**src/rtl/fifo_read_packer_if.sv**
```systemverilog
// fifo_read_packer_if: bundles the FIFO read port, the flush request and the
// packed-word valid/ready output of the read-side packer.
interface fifo_read_packer_if #(
  parameter int FIFO_WIDTH = 3,
  parameter int PACK       = 4,
  parameter int CNTW       = 16
);
  localparam int KW = $clog2(PACK + 1);

  logic                         empty;
  logic [FIFO_WIDTH-1:0]        dout_b;
  logic                         ren_b;
  logic                         flush;
  logic [FIFO_WIDTH*PACK-1:0]   m_data;
  logic [KW-1:0]                m_keep;
  logic                         m_valid;
  logic                         m_ready;
  logic [CNTW-1:0]              pkt_cnt;

  // packer side: reads the FIFO, drives the packed word
  modport master (
    input  empty, dout_b, flush, m_ready,
    output ren_b, m_data, m_keep, m_valid, pkt_cnt
  );

  // environment side: FIFO plus downstream consumer
  modport slave (
    output empty, dout_b, flush, m_ready,
    input  ren_b, m_data, m_keep, m_valid, pkt_cnt
  );
endinterface

```
**src/rtl/fifo_read_packer.sv**
```systemverilog
// fifo_read_packer: pops narrow words from the read side of the dual-clock
// FIFO and packs PACK of them (first popped word in the low lane) into one
// wide word offered on a valid/ready bus. flush emits a partially filled word.
module fifo_read_packer #(
  parameter int FIFO_WIDTH = 3,
  parameter int PACK       = 4,
  parameter int CNTW       = 16
) (
  input  logic                clk_b,
  input  logic                rst,
  fifo_read_packer_if.master  bus
);
  localparam int KW = $clog2(PACK + 1);
  localparam int DW = FIFO_WIDTH * PACK;
  localparam logic [KW:0]   PACK_WIDE = (KW + 1)'(PACK);
  localparam logic [KW-1:0] PACK_KEEP = KW'(PACK);
  localparam logic [KW-1:0] LAST_LANE = KW'(PACK - 1);

  typedef enum logic [0:0] {
    FILL = 1'b0,
    OUT  = 1'b1
  } state_t;

  state_t          state_r, state_n;
  logic [KW-1:0]   cnt_r, cnt_n;
  logic            rd_pend_r;
  logic [DW-1:0]   data_r, data_n;
  logic [KW-1:0]   keep_r, keep_n;
  logic            valid_r, valid_n;
  logic [CNTW-1:0] pkt_r, pkt_n;
  logic            ren_s;
  logic [KW:0]     inflight_s;

  // lanes already filled plus the word still on its way from the FIFO
  assign inflight_s = {1'b0, cnt_r} + {{KW{1'b0}}, rd_pend_r};

  // read request: only while filling, never on an empty FIFO, never past PACK words
  always_comb begin
    ren_s = 1'b0;
    if (!rst && (state_r == FILL) && !bus.empty && (inflight_s < PACK_WIDE)) begin
      ren_s = 1'b1;
    end else begin
      ren_s = 1'b0;
    end
  end

  // next-state and datapath: lane capture, full/flush emission, output handshake
  always_comb begin
    state_n = state_r;
    cnt_n   = cnt_r;
    data_n  = data_r;
    keep_n  = keep_r;
    valid_n = valid_r;
    pkt_n   = pkt_r;
    case (state_r)
      FILL: begin
        if (rd_pend_r) begin
          for (int i = 0; i < PACK; i++) begin
            if (cnt_r == KW'(i)) begin
              data_n[i*FIFO_WIDTH +: FIFO_WIDTH] = bus.dout_b;
            end else begin
              data_n[i*FIFO_WIDTH +: FIFO_WIDTH] = data_r[i*FIFO_WIDTH +: FIFO_WIDTH];
            end
          end
          cnt_n = cnt_r + KW'(1);
          if (cnt_r == LAST_LANE) begin
            state_n = OUT;
            valid_n = 1'b1;
            keep_n  = PACK_KEEP;
          end else begin
            state_n = FILL;
          end
        end else if (bus.flush && (cnt_r != {KW{1'b0}}) && !ren_s) begin
          // partial word: unfilled lanes are still zero from the last clear
          state_n = OUT;
          valid_n = 1'b1;
          keep_n  = cnt_r;
        end else begin
          state_n = FILL;
        end
      end
      OUT: begin
        if (valid_r && bus.m_ready) begin
          state_n = FILL;
          valid_n = 1'b0;
          cnt_n   = {KW{1'b0}};
          data_n  = {DW{1'b0}};
          keep_n  = {KW{1'b0}};
          pkt_n   = pkt_r + CNTW'(1);
        end else begin
          state_n = OUT;
        end
      end
      default: begin
        state_n = FILL;
      end
    endcase
  end

  // state and output registers; reset drops partial lanes and any in-flight read
  always_ff @(posedge clk_b) begin
    if (rst) begin
      state_r   <= FILL;
      cnt_r     <= {KW{1'b0}};
      rd_pend_r <= 1'b0;
      data_r    <= {DW{1'b0}};
      keep_r    <= {KW{1'b0}};
      valid_r   <= 1'b0;
      pkt_r     <= {CNTW{1'b0}};
    end else begin
      state_r   <= state_n;
      cnt_r     <= cnt_n;
      rd_pend_r <= ren_s;
      data_r    <= data_n;
      keep_r    <= keep_n;
      valid_r   <= valid_n;
      pkt_r     <= pkt_n;
    end
  end

  assign bus.ren_b   = ren_s;
  assign bus.m_data  = data_r;
  assign bus.m_keep  = keep_r;
  assign bus.m_valid = valid_r;
  assign bus.pkt_cnt = pkt_r;
endmodule

```
**src/flat_wrapper.sv**
```systemverilog
// flat-port wrapper written by rule: the top's interface ports become plain ports
module fifo_read_packer_flat 
#(
  parameter int FIFO_WIDTH = 3,
  parameter int PACK       = 4,
  parameter int CNTW       = 16
)
  (clk_b, rst, bus_empty, bus_dout_b, bus_flush, bus_m_ready, bus_ren_b, bus_m_data, bus_m_keep, bus_m_valid, bus_pkt_cnt);
  fifo_read_packer_if #(.FIFO_WIDTH(FIFO_WIDTH), .PACK(PACK), .CNTW(CNTW)) bus_i ();
  input  logic clk_b;
  input  logic rst;
  input wire logic [$bits(bus_i.empty)-1:0] bus_empty;
  input wire logic [$bits(bus_i.dout_b)-1:0] bus_dout_b;
  input wire logic [$bits(bus_i.flush)-1:0] bus_flush;
  input wire logic [$bits(bus_i.m_ready)-1:0] bus_m_ready;
  output wire logic [$bits(bus_i.ren_b)-1:0] bus_ren_b;
  output wire logic [$bits(bus_i.m_data)-1:0] bus_m_data;
  output wire logic [$bits(bus_i.m_keep)-1:0] bus_m_keep;
  output wire logic [$bits(bus_i.m_valid)-1:0] bus_m_valid;
  output wire logic [$bits(bus_i.pkt_cnt)-1:0] bus_pkt_cnt;
  assign bus_i.empty = bus_empty;
  assign bus_i.dout_b = bus_dout_b;
  assign bus_i.flush = bus_flush;
  assign bus_i.m_ready = bus_m_ready;
  assign bus_ren_b = bus_i.ren_b;
  assign bus_m_data = bus_i.m_data;
  assign bus_m_keep = bus_i.m_keep;
  assign bus_m_valid = bus_i.m_valid;
  assign bus_pkt_cnt = bus_i.pkt_cnt;
  fifo_read_packer #(.FIFO_WIDTH(FIFO_WIDTH), .PACK(PACK), .CNTW(CNTW)) u_core (.clk_b(clk_b), .rst(rst), .bus(bus_i));
endmodule
```
**config.mk**
```make
export PLATFORM = sky130hd
export DESIGN_NAME = fifo_read_packer_flat
export DESIGN_NICKNAME = d
export VERILOG_FILES = /design/src/rtl/fifo_read_packer_if.sv /design/src/rtl/fifo_read_packer.sv /design/src/flat_wrapper.sv
export SDC_FILE = /design/constraint.sdc
export NUM_CORES = 1
export LEC_CHECK = 0
export BUFFER_PORTS_ARGS = -buffer_cell sky130_fd_sc_hd__buf_2
export CAP_MARGIN = 20
export CORE_MARGIN = 10
export CORE_UTILIZATION = 40
export DETAILED_ROUTE_END_ITERATION = 12
export PLACE_DENSITY_LB_ADDON = 0.2
export SLEW_MARGIN = 20
export SYNTH_ARGS = -nofsm -noshare
export SYNTH_HDL_FRONTEND = slang
export SYNTH_SLANG_ARGS = --single-unit
```
**constraint.sdc**
```tcl
create_clock -name clk_b -period 2 [get_ports clk_b]
set_input_delay 0.3 -clock clk_b [delete_from_list [all_inputs] [get_ports clk_b]]
set_output_delay 0.3 -clock clk_b [all_outputs]
set_load 0.05 [all_outputs]
```
==> flow_summary.ini <==
[run_status]
status = completed

[power_and_ir_drop]
ir_worst_vdd_uv = 439
power_switching_mw = 0.364
p_leak_nw = 0.937
switching_share_pct = 24.8
pwr-share-clk_pct = 39.3
power.total_mw = 1.47
comb_power_share_pct = 8.7
p_int_mw = 1.10
pwr-share-seq_pct = 52.0
power.density_nw_per_um2 = 704

[sta]
fin_crit_sh_pct = 96.0
drv_slew = 0
min_period_ns = 1.92
clock.fmax_mhz = 521
fin_worst_skew_ns = 0.00276
fin_setup_tns_ns = 0
slew_headroom_pct = 72.0
rsz0062_at_grt = false
tightest_slew_ns = 0.420
hold_violations = 0
finalSetupViolations = 0

[job]
drv_cap = 0

[setup_path]
critPathMaxFanout = 6
r2r-start = u_core.cnt_r[1]
critPathSlowestCell = or4_4
worstPathCellList = or4_4 -> a31oi_2 -> clkbuf_4
rrSetupSlack_ns = 0.36
critical_path_arrival_ns = 1.62
crit_path_end_kind = output pin
slowest_delay_ns = 0.58
rr_worst_depth = 7
r2r_end = u_core.bus.m_data[10]
cp.required_ns = 1.70
crit_type = reg2out
critPathLaunchType = flip-flop

[final_layout]
area_growth_pct = 21.8
fin_cells = 284
fin_area_sq_um = 2090
num_antenna_cells = 0
drive_gt1_share_pct = 27.4
nNetsFinal = 247
ff_latch_area_sq_um = 741
mostFrequentLayoutCells = buf_2, dfxtp_1, nor2_1
final_common_cell = buf_2
multi_input_area_sq_um = 922
fill_cells = 418

[placed_design]
postPlaceCellArea_sq_um = 1980
place.detailed.instances = 276
place_hpwl_um = 2860
gp_congestion = 0.840
io_buffers = 40

[drt]
routed_via_density = 4.99
drt_pass1_iterations = 4
drtIter0Drc = 88
drc_errors = 0
ant_nets = 0
vias = 1418
wl_per_cell_um = 13.5
drt_wl_total_um = 3850

[die]
initial_core_util_pct = 41.9
die_x_um = 85.4
dieHeight_um = 85.4
io-pin-count = 41
die_area_sq_um = 7300
placementRows = 23
core_sq_um = 4090

[logic_synthesis]
synth-compound-area-share_pct = 8.33
syn_inst = 189
ys.flop_type = dfxtp_1
synth_edf_count = 0
synth_cell_types = 40
postSynthAreaPerCell_sq_um = 9.06
yosysWarnings = 0
synth_area_leaders = dfxtp_1, mux2i_1, nor2_1
ys_async_sr_fraction_pct = 0
synth_fa_ha_area_share_pct = 4.38
synthXorXnorAreaFrac_pct = 5.11
synthesis.nets = 203
synth-seq-cells = 37
yosysTopAreaCell = dfxtp_1
syn-cell-area_sq_um = 1710
synth_simple_gate_area_share_pct = 25.5
synth_top_family_by_area = simple AND/OR/NAND/NOR gates
synthMuxAreaShare_pct = 10.2
yosysSeqAreaShare_pct = 43.2
yosysTopAreaCellShare_pct = 43.2

[global_routing]
grt-ovfl-total = 0
first_global_vias = 1415
antenna_found_initial = 0
grt_max_degree = 39
grt_util_all_layers_pct = 11.0
grt_pass1_wl_um = 6560

[worst_hold_path]
worstHoldEndpoint = u_core.rd_pend_r
whs_path_depth = 3
min-delay-start = bus_empty
min_path_type = in2reg

[clock_network]
numCtsBuffers = 5
htree_levels = 2
post_cts_resized = 0
clock_tree.buffer_depth = 2
clk_pin_slew_ns = 0.07
post-cts-setup-buffers = 0
cts_tree = yes
ctsHoldBuffers = 0
cts_sinks = 37
clock_latency_ns = 0.29
root_buffer = clkbuf_8
worst max-delay path: cells and delay by family (launching register included):
family,cells,cell delay [ns]
AO/OA/AOI/OAI,1,0.15
buffers and inverters,1,0.24
AND/OR/NAND/NOR,1,0.58
flip-flops,1,0.36
power groups by stage:
stage / registers [mW] / logic, mW / clock network (mW)
4_1_cts: 0.763 / 0.129 / 0.592
3_5_place_dp: 0.780 / 0.129 / 0
3_3_place_gp: 0.780 / 0.129 / 0
2_1_floorplan: 0.800 / 0.0737 / 0
5_1_grt: 0.765 / 0.142 / 0.632
6_report: 0.763 / 0.128 / 0.577
worst max path at each step:
stage                               start                      to  slack, ns  depth (start not counted)
finish                    u_core.cnt_r[2]               bus_ren_b       0.08                          3
global route              u_core.cnt_r[2]               bus_ren_b       0.02                          3
CTS                       u_core.cnt_r[2]               bus_ren_b       0.05                          3
detailed placement        u_core.cnt_r[1]    u_core.bus.m_data[9]       0.36                          7
global placement          u_core.cnt_r[1]   u_core.bus.m_data[10]       0.34                          7
floorplan           u_core.bus.pkt_cnt[3]  u_core.bus.pkt_cnt[13]       0.18                          4
synth_stat cells (2+ instances only):
library cell and instances:
nor3_1 5, a31oi_1 3, xnor2_1 8, nand3_1 8
nand4_1 4, a21oi_1 10, buf_2 2, mux2i_1 14
nor2b_1 6, nor4_1 2, clkbuf_1 3, nand2b_1 3
inv_1 5, or3_1 2, dfxtp_1 37, nor2_1 32
mux2_1 2, xor2_1 2, o21ai_0 3, ha_1 6
nand2_1 13
logic make-up after synthesis:
logic type / Yosys count
flops: 37
xor+xnor: 10
compound gates: 23
fa+ha+maj: 6
buf+inv: 13
mux: 17
simple gates: 83
layout make-up:
class,instances,share of cell area [%]
sequential,37,35.5
tap,50,3.00
multi-input combinational,139,44.2
clock buffer,7,4.62
inverter,5,0.900
clock inverter,1,0.240
timing repair buffer,45,11.5
through the flow:
stage          hold WS (ns)  worst slack, ns  utilization (%)
6_report              0.292           0.0793             51.0
5_1_grt               0.301           0.0189             51.0
4_1_cts               0.285           0.0463             51.0
3_5_place_dp          0.452            0.364             48.5
3_3_place_gp          0.446            0.342             48.5
2_1_floorplan         0.494            0.179                -
flip-flops by register name, summed over array words and instances, names as in the netlist:
register and cells:
u_core.bus.pkt_cnt 16, u_core.bus.m_data 12, u_core.bus.m_keep 3, u_core.cnt_r 3
u_core.bus.m_valid 1, u_core.rd_pend_r 1, u_core.state_r 1
routing by layer:
| layer | global-route usage [%] | part of all wire, % |
|---|---|---|
| met5 | 0 | 0 |
| met2 | 16.5 | 44 |
| met4 | 3.59 | 1.2 |
| met1 | 12.8 | 46 |
| met3 | 6.41 | 8.8 |
(Power assumes the default switching activity.)
